## src/rtl/uart_transmitter.sv

```systemverilog
// 8N1 UART transmitter: a byte accepted through a valid/ready handshake is serialised LSB first.
// A one-entry holding register lets the next byte queue up behind a running frame, so frames can run back to back.
module uart_transmitter #(
  parameter int CLKS_PER_BIT = 5208
) (
  input  logic       clk,
  input  logic       reset,
  input  logic       tx_valid,
  input  logic [7:0] tx_byte,
  output logic       tx_ready,
  output logic       tx_serial,
  output logic       tx_active,
  output logic       completeBit
);

  localparam int            CW       = $clog2(CLKS_PER_BIT);
  localparam logic [CW-1:0] CNT_LAST = CW'(CLKS_PER_BIT - 1);

  typedef enum logic [1:0] {IDLE, START, DATA, STOP} state_t;

  state_t        state;
  logic [CW-1:0] bit_cnt;
  logic [2:0]    bit_idx;
  logic [7:0]    shift_reg;
  logic [7:0]    hold_reg;
  logic          hold_full;

  logic accept;
  logic bit_done;
  logic stop_done;
  logic hold_load;

  assign accept    = tx_valid && tx_ready;
  assign bit_done  = (bit_cnt == CNT_LAST);
  assign stop_done = (state == STOP) && bit_done;
  // On the final STOP cycle an accepted byte goes straight to the shifter instead of the holding register.
  assign hold_load = accept && (state != IDLE) && !stop_done;

  always_ff @(posedge clk) begin
    if (reset) begin
      state       <= IDLE;
      bit_cnt     <= '0;
      bit_idx     <= '0;
      shift_reg   <= '0;
      hold_reg    <= '0;
      hold_full   <= 1'b0;
      tx_serial   <= 1'b1;
      tx_active   <= 1'b0;
      tx_ready    <= 1'b1;
      completeBit <= 1'b0;
    end else begin
      completeBit <= stop_done;
      // Falls in the accept cycle, but rises only one cycle after the holding register drains.
      tx_ready    <= !(hold_full || hold_load);

      if (hold_load) begin
        hold_reg  <= tx_byte;
        hold_full <= 1'b1;
      end

      case (state)
        IDLE: begin
          bit_cnt   <= '0;
          bit_idx   <= '0;
          tx_serial <= 1'b1;
          tx_active <= 1'b0;
          if (accept) begin
            shift_reg <= tx_byte;
            state     <= START;
            tx_serial <= 1'b0;
            tx_active <= 1'b1;
          end
        end

        START: begin
          if (bit_done) begin
            bit_cnt   <= '0;
            state     <= DATA;
            tx_serial <= shift_reg[0];
          end else begin
            bit_cnt <= bit_cnt + 1'b1;
          end
        end

        DATA: begin
          if (bit_done) begin
            bit_cnt <= '0;
            if (bit_idx == 3'd7) begin
              bit_idx   <= '0;
              state     <= STOP;
              tx_serial <= 1'b1;
            end else begin
              bit_idx   <= bit_idx + 3'd1;
              shift_reg <= shift_reg >> 1;
              tx_serial <= shift_reg[1];
            end
          end else begin
            bit_cnt <= bit_cnt + 1'b1;
          end
        end

        STOP: begin
          if (bit_done) begin
            bit_cnt <= '0;
            if (hold_full) begin
              shift_reg <= hold_reg;
              hold_full <= 1'b0;
              state     <= START;
              tx_serial <= 1'b0;
            end else if (accept) begin
              shift_reg <= tx_byte;
              state     <= START;
              tx_serial <= 1'b0;
            end else begin
              state     <= IDLE;
              tx_serial <= 1'b1;
              tx_active <= 1'b0;
            end
          end else begin
            bit_cnt <= bit_cnt + 1'b1;
          end
        end

        default: begin
          state     <= IDLE;
          tx_serial <= 1'b1;
          tx_active <= 1'b0;
        end
      endcase
    end
  end

endmodule

```

## config.mk

```make
export PLATFORM = sky130hd
export DESIGN_NAME = uart_transmitter
export DESIGN_NICKNAME = d
export VERILOG_FILES = /design/src/rtl/uart_transmitter.sv
export SDC_FILE = /design/constraint.sdc
export NUM_CORES = 1
export LEC_CHECK = 0
export CAP_MARGIN = 30
export CORE_ASPECT_RATIO = 0.9
export CORE_MARGIN = 5
export CORE_UTILIZATION = 58
export DETAILED_ROUTE_END_ITERATION = 7
export PLACE_DENSITY = 0.75
export SLEW_MARGIN = 30
export SYNTH_ARGS = -nofsm -noshare
export SYNTH_HDL_FRONTEND = slang
export SYNTH_SLANG_ARGS = --single-unit
```

## constraint.sdc

```tcl
create_clock -name clk -period 2.3 [get_ports clk]
set_clock_uncertainty 0.15 [all_clocks]
set_input_delay 0.69 -clock clk [delete_from_list [all_inputs] [get_ports clk]]
set_output_delay 0.69 -clock clk [all_outputs]
set_load 0.01 [all_outputs]
```

# After elaboration in Yosys (flattened, before gate mapping)
# Index checks and enable logic that the tools add are counted.
dict set report totals {
  ramBits 0
  register_bits 39
  n_memories 0
  rom_bits 0
  out_inout_bits 4
  in_bits 11
  latch_bits 0
}
dict set report op_classes {
  multipliers 0
  mux 35
  n_reduce_logical 18
  magnitude_cmp 0
  div 0
  n_addsub 2
  eq_ne 13
  shifts 0
  bitwise_logic 0
}
# op count
set op_table {}
lappend op_table {{$mux W8} 5}
lappend op_table {{$pmux W13 S2} 1}
lappend op_table {{$pmux W8 S3} 1}
lappend op_table {{$mux W1} 16}
lappend op_table {{$ne A2 B2 Y1 const B} 8}
lappend op_table {{$add A13 B1 Y13 const B} 1}
lappend op_table {{$eq A13 B13 Y1 const B} 1}
lappend op_table {{$mux W13} 1}
lappend op_table {{$mux W2} 5}
lappend op_table {{$pmux W2 S4} 1}
lappend op_table {{$reduce_and A4 Y1} 2}
lappend op_table {{$mux W3} 2}
lappend op_table {{$pmux W3 S2} 1}
lappend op_table {{$reduce_bool A2 Y1} 3}
lappend op_table {{$reduce_and A5 Y1} 1}
lappend op_table {{$eq A2 B2 Y1 const B} 2}
lappend op_table {{$logic_and A1 B1 Y1} 4}
lappend op_table {{$pmux W1 S4} 1}
lappend op_table {{$add A3 B1 Y3 const B} 1}
lappend op_table {{$eq A3 B3 Y1 const B} 1}
lappend op_table {{$reduce_and A3 Y1} 1}
lappend op_table {{$reduce_bool A3 Y1} 1}
lappend op_table {{$reduce_or A3 Y1} 1}
lappend op_table {{$eq A2 B1 Y1 const B} 1}
lappend op_table {{5 further kinds} 6}

# Depth between registers and ports, before layout
dict set report logic_depth {
  word_depth 8
  depth_mapped 7
  ltp_nobuf 6
}

# Worst setup path after synthesis
# Ideal clock, no wire load.
dict set report synth_timing {
  path_kind {register to register}
  start {register state[0]}
  end {register tx_serial}
  setup_time_ns 0.114
  path_stages_with_launch 8
  slack_ns 0.246
  t_arrival_ns 1.790
  synth_period_minus_slack_ns 2.054
  path_cell_list {dfxtp_1 > inv_1 > ha_1 > clkbuf_1 > nor3_1 > clkbuf_1 > o221ai_1 > a21o_1}
}
dict set report synth_between {
  elab_chain_cells 3
  elab_cells_between_ends 9
}
# item line_no
set synth_rtl {}
lappend synth_rtl {{from (decl)} 21} ;# state_t state;
lappend synth_rtl {{from (signal assigned)} 41} ;# state <= IDLE;
lappend synth_rtl {{from (signal assigned)} 69} ;# state <= START;
lappend synth_rtl {{from (signal assigned)} 78} ;# state <= DATA;
lappend synth_rtl {{$eq A2 B1 Y1 or $eq A2 B2 Y1 (tied branches)} 61} ;# case (state)
lappend synth_rtl {{$ne A2 B2 Y1 (no source line)} -}
lappend synth_rtl {{$reduce_and A3 Y1 (no source line)} -}
lappend synth_rtl {{to (signal assigned)} 79} ;# tx_serial <= shift_reg[0];
lappend synth_rtl {{to (signal assigned)} 95} ;# tx_serial <= shift_reg[1];
lappend synth_rtl {{to (decl)} 11} ;# output logic tx_serial,
# Parallel ways exist; a longest one is shown, timed or not.
# A chain may end at the register's enable or synchronous reset.

# Worst setup path after layout
dict set report layout_timing {
  start {register bit_cnt[5]}
  end {register hold_reg[5]}
}
dict set report layout_between {
  elab_chain_cells 4
}
# item line_no
set layout_rtl {}
lappend layout_rtl {{from (decl)} 22} ;# logic [CW-1:0] bit_cnt;
lappend layout_rtl {{from (signal assigned)} 81} ;# bit_cnt <= bit_cnt + 1'b1;
lappend layout_rtl {{from (signal assigned)} 98} ;# bit_cnt <= bit_cnt + 1'b1;
lappend layout_rtl {{from (signal assigned)} 120} ;# bit_cnt <= bit_cnt + 1'b1;
lappend layout_rtl {{$eq A13 B13 Y1} 34} ;# assign bit_done = (bit_cnt == CNT_LAST);
lappend layout_rtl {{$logic_and A1 B1 Y1} 35} ;# assign stop_done = (state == STOP) && bit_done;
lappend layout_rtl {{$logic_not A1 Y1} 37} ;# assign hold_load = accept && (state != IDLE) && !stop_done;
lappend layout_rtl {{$logic_and A1 B1 Y1} 37}
lappend layout_rtl {{to (signal assigned)} 57} ;# hold_reg <= tx_byte;
lappend layout_rtl {{to (decl)} 25} ;# logic [7:0] hold_reg;
# Every way passes these cells.

==> reports/qor.csv <==
stage;metric;value;unit
status;outcome;completed;
route;Post-route DRC;0;
route;initial DRC count;75;
synthesis;Yosys cell types;40;
timing;Slew @ Worst Pin;0.360;ns
route;Final ANT Viol Nets;0;
worst_setup_path;Crit Path Class;register to register;
clock_tree;CTS sink count;39;
route;detailed-route via count;1702;
route;WL/cell;15.8;um
pwr;Sw Ratio;37.0;%
clock_tree;CTS root buffer;clkbuf_8;
synthesis;mapped cell area;2060;um2
worst_setup_path;slowest CP cell;or4_4;
min_path;hold-critical path depth;1;
route;vias per cell;5.83;
worst_setup_path;CP arrival;2.23;ns
layout;Finished Layout Cells;292;
grt;pin count of the biggest net entering global routing;36;
clock_tree;H-tree levels;2;
timing;Slew headroom;75.8;%
clock_tree;# Post-CTS Setup Buffers;0;
min_path;Hold Startpoint;bit_cnt[0]$_SDFF_PP0_;
floorplanning;Starting Density;60.6;%
timing;Final Hold Violating Endpoints;0;
pwr;sequential power share;36.0;%
worst_setup_path;worst-path fanout max;16;
grt;aggregate global-route resource usage;21.9;%
synthesis;Yosys warnings;0;
timing;RSZ-0062 raised after global routing;false;
pwr;clock share of power;20.2;%
worst_setup_path;WP depth;6;
layout;ANT cells;0;
floorplanning;I/O Pins;15;
synthesis;Synth top area share;37.9;%
floorplanning;die area;4850;um2
min_path;Worst Hold Class;register to register;
floorplanning;row cnt;20;
place;DP Cell Count;284;
clock_tree;CTS Buffer Depth;2;
synthesis;Synth Instances;228;
clock_tree;clk slew on worst S/H paths;0.07;ns
floorplanning;die width;72.9;um
grt;first-pass GRT wire length;8.02;mm
timing;Slew Limit Fails;0;
pwr;maximum vdd drop;0.511;mV
layout;nets;265;
route;DRT Pass-1 Iters;5;
place;detailed placement HPWL;3.09;mm
pwr;Net Sw Power;0.934;mW
timing;Final Cycle Share;94.2;%
grt;initial antenna violation count;0;
synthesis;register area share after synthesis;37.9;%
worst_setup_path;Worst Reg-to-Reg Cells;6;
pwr;total power;2.53;mW
timing;fin crit period;2.17;ns
place;Setup WS pre-CTS;-0.0131;ns
pwr;P_leak;0.859;nW
synthesis;post-synth top area cell;dfxtp_1;
layout;Area Overhead vs Synth;16.9;%
worst_setup_path;critical path, cell by cell;or4_4, nor4_4, buf_6, a21boi_0, buf_4, mux2i_1;
worst_setup_path;CP Launch Point;bit_cnt[5]$_SDFF_PP0_;
worst_setup_path;Critical Path Max Stage Delay;0.54;ns
worst_setup_path;Worst Setup End Kind;register;
pwr;P_int;1.59;mW
grt;vias in the first global route;1750;
worst_setup_path;worst path bufs/invs;2;
place;Routability Congestion;0.847;
timing;Fmax achieved;0.461;GHz
timing;final worst slack;0.133;ns
pwr;Pwr per Cell Area;1050;nW/um2
worst_setup_path;critical path's top delay family;simple AND/OR/NAND/NOR gates;
synthesis;Seq cells post-synth;39;
clock_tree;TritonCTS Buffers;5;
worst_setup_path;R2R Path Start;bit_cnt[5]$_SDFF_PP0_;
grt;grt total ovfl;0;
layout;layout cells sized above 1;10.5;%
pwr;share of total power in combinational logic;43.8;%
place;IO Port Bufs;14;
clock_tree;cts hold-fix bufs;0;
route;routed wire length;4.62;mm
flow_run;maxcap violations;0;
synthesis;Mean Syn Cell Area;9.04;um2
clock_tree;CTS tree;yes;
synthesis;net count of the mapped netlist;246;
timing;Setup TNS Final;0;ns
floorplanning;core area;3400;um2
worst_setup_path;crit path launch type;register;
clock_tree;Skew-Pair Late Insertion Delay;0.30;ns
worst_setup_path;WP data required;2.37;ns
layout;max FFs per register;13;
timing;Final setup viols;0;
synthesis;top cells by area, synth;dfxtp_1 (38%), mux2i_1 (8.3%), nand2b_1 (6.1%);
floorplanning;Die H;66.6;um
## cell usage after synthesis
| cell | number |
|---|---|
| a211oi_1 | 16 |
| a211oi_2 | 1 |
| a21boi_0 | 1 |
| a21o_1 | 6 |
| a21oi_1 | 9 |
| a221oi_2 | 1 |
| a22oi_1 | 7 |
| a2bb2oi_1 | 1 |
| a311o_1 | 1 |
| a31oi_1 | 1 |
| and2_1 | 2 |
| buf_1 | 2 |
| buf_2 | 1 |
| buf_4 | 2 |
| buf_6 | 1 |
| clkbuf_1 | 9 |
| dfxtp_1 | 39 |
| ha_1 | 7 |
| inv_1 | 6 |
| mux2i_1 | 17 |
| nand2_1 | 10 |
| nand2b_1 | 20 |
| nand3_1 | 6 |
| nand4_1 | 3 |
| nor2_1 | 19 |
| nor2b_1 | 3 |
| nor3_1 | 5 |
| nor4_1 | 2 |
| nor4_4 | 1 |
| o21a_1 | 8 |
| o21ai_0 | 2 |
| o21ai_2 | 1 |
| o21bai_1 | 1 |
| o221ai_1 | 1 |
| or2_2 | 1 |
| or3_1 | 2 |
| or4_4 | 1 |
| or4bb_1 | 1 |
| xnor2_1 | 8 |
| xor2_1 | 3 |
## per-stage QoR
step,cell area (um2),util [%],hold slack [ns]
final,2410,70.8,0.302
after detailed placement,2310,67.8,0.290
after global placement,2310,67.8,0.279
after floorplan,2060,-,0.268
after global routing,2410,70.8,0.337
after CTS,2410,70.7,0.303
## final cells by class
| cell class | count | area, um2 |
|---|---|---|
| flip-flops and latches | 39 | 781 |
| fillers | 285 | 992 |
| well taps | 44 | 55.1 |
| multi-input cells | 168 | 1190 |
| repair buffers | 27 | 267 |
| clock buffers | 8 | 100 |
| inverters | 6 | 22.5 |
## power by group through the flow
stage | combinational [mW] | sequential [mW] | clock (mW)
finish | 1.11 | 0.910 | 0.510
global route | 1.21 | 0.929 | 0.547
CTS | 1.10 | 0.908 | 0.513
detailed placement | 1.09 | 0.921 | 0
global placement | 1.05 | 0.915 | 0
floorplan | 0.754 | 0.909 | 0
## layer usage
layer	up-vias	part of all wire, %	global-route usage (%)
li1	849	-	-
met5	-	0	0
met2	37	49	35.1
met4	0	1.9	14.7
met3	9	4.2	4.52
met1	807	45	26.1
## final timing paths
| check | endpoint | slack (ns) |
|---|---|---|
| max | hold_reg[5]$_SDFFE_PP0P_ | 0.13 |
| min | bit_cnt[0]$_SDFF_PP0_ | 0.30 |
| max reg2reg | hold_reg[5]$_SDFFE_PP0P_ | 0.13 |
| min reg2reg | bit_cnt[0]$_SDFF_PP0_ | 0.30 |
## timing repair
action,4_1_cts,5_1_grt
hold endpoints to repair,0,0
resized for setup,0,1
endpoints found under the setup margin,0,1
## logic make-up after synthesis
logic type,after synthesis,synth area share [%]
adder cells (fa/ha/maj),7,4.25
buffers and inverters,21,4.61
AND/OR/NAND/NOR,76,20.1
XOR/XNOR,11,4.67
AO/OA/AOI/OAI,57,20.3
multiplexers,17,8.25
flip-flops,39,37.9
## cell usage in the layout, fill, tap and decap left out, types with 2 or more instances in the layout
master / synthesis / layout
nor2_1: 19 / 19
nand2_1: 10 / 10
o21ai_0: 2 / 2
a211oi_1: 16 / 16
xnor2_1: 8 / 8
buf_4: 2 / 10
a22oi_1: 7 / 7
inv_1: 6 / 6
nor3_1: 5 / 5
or3_1: 2 / 2
nand2b_1: 20 / 20
clkdlybuf4s50_1: 0 / 14
ha_1: 7 / 7
nor2b_1: 3 / 3
nand3_1: 6 / 6
nor4_1: 2 / 2
dfxtp_1: 39 / 39
xor2_1: 3 / 3
clkbuf_8: 0 / 7
a21oi_1: 9 / 9
a21o_1: 6 / 6
buf_12: 0 / 2
nand4_1: 3 / 3
o21a_1: 8 / 8
and2_1: 2 / 2
mux2i_1: 17 / 17
No activity file was read; power rests on OpenSTA's default activity.
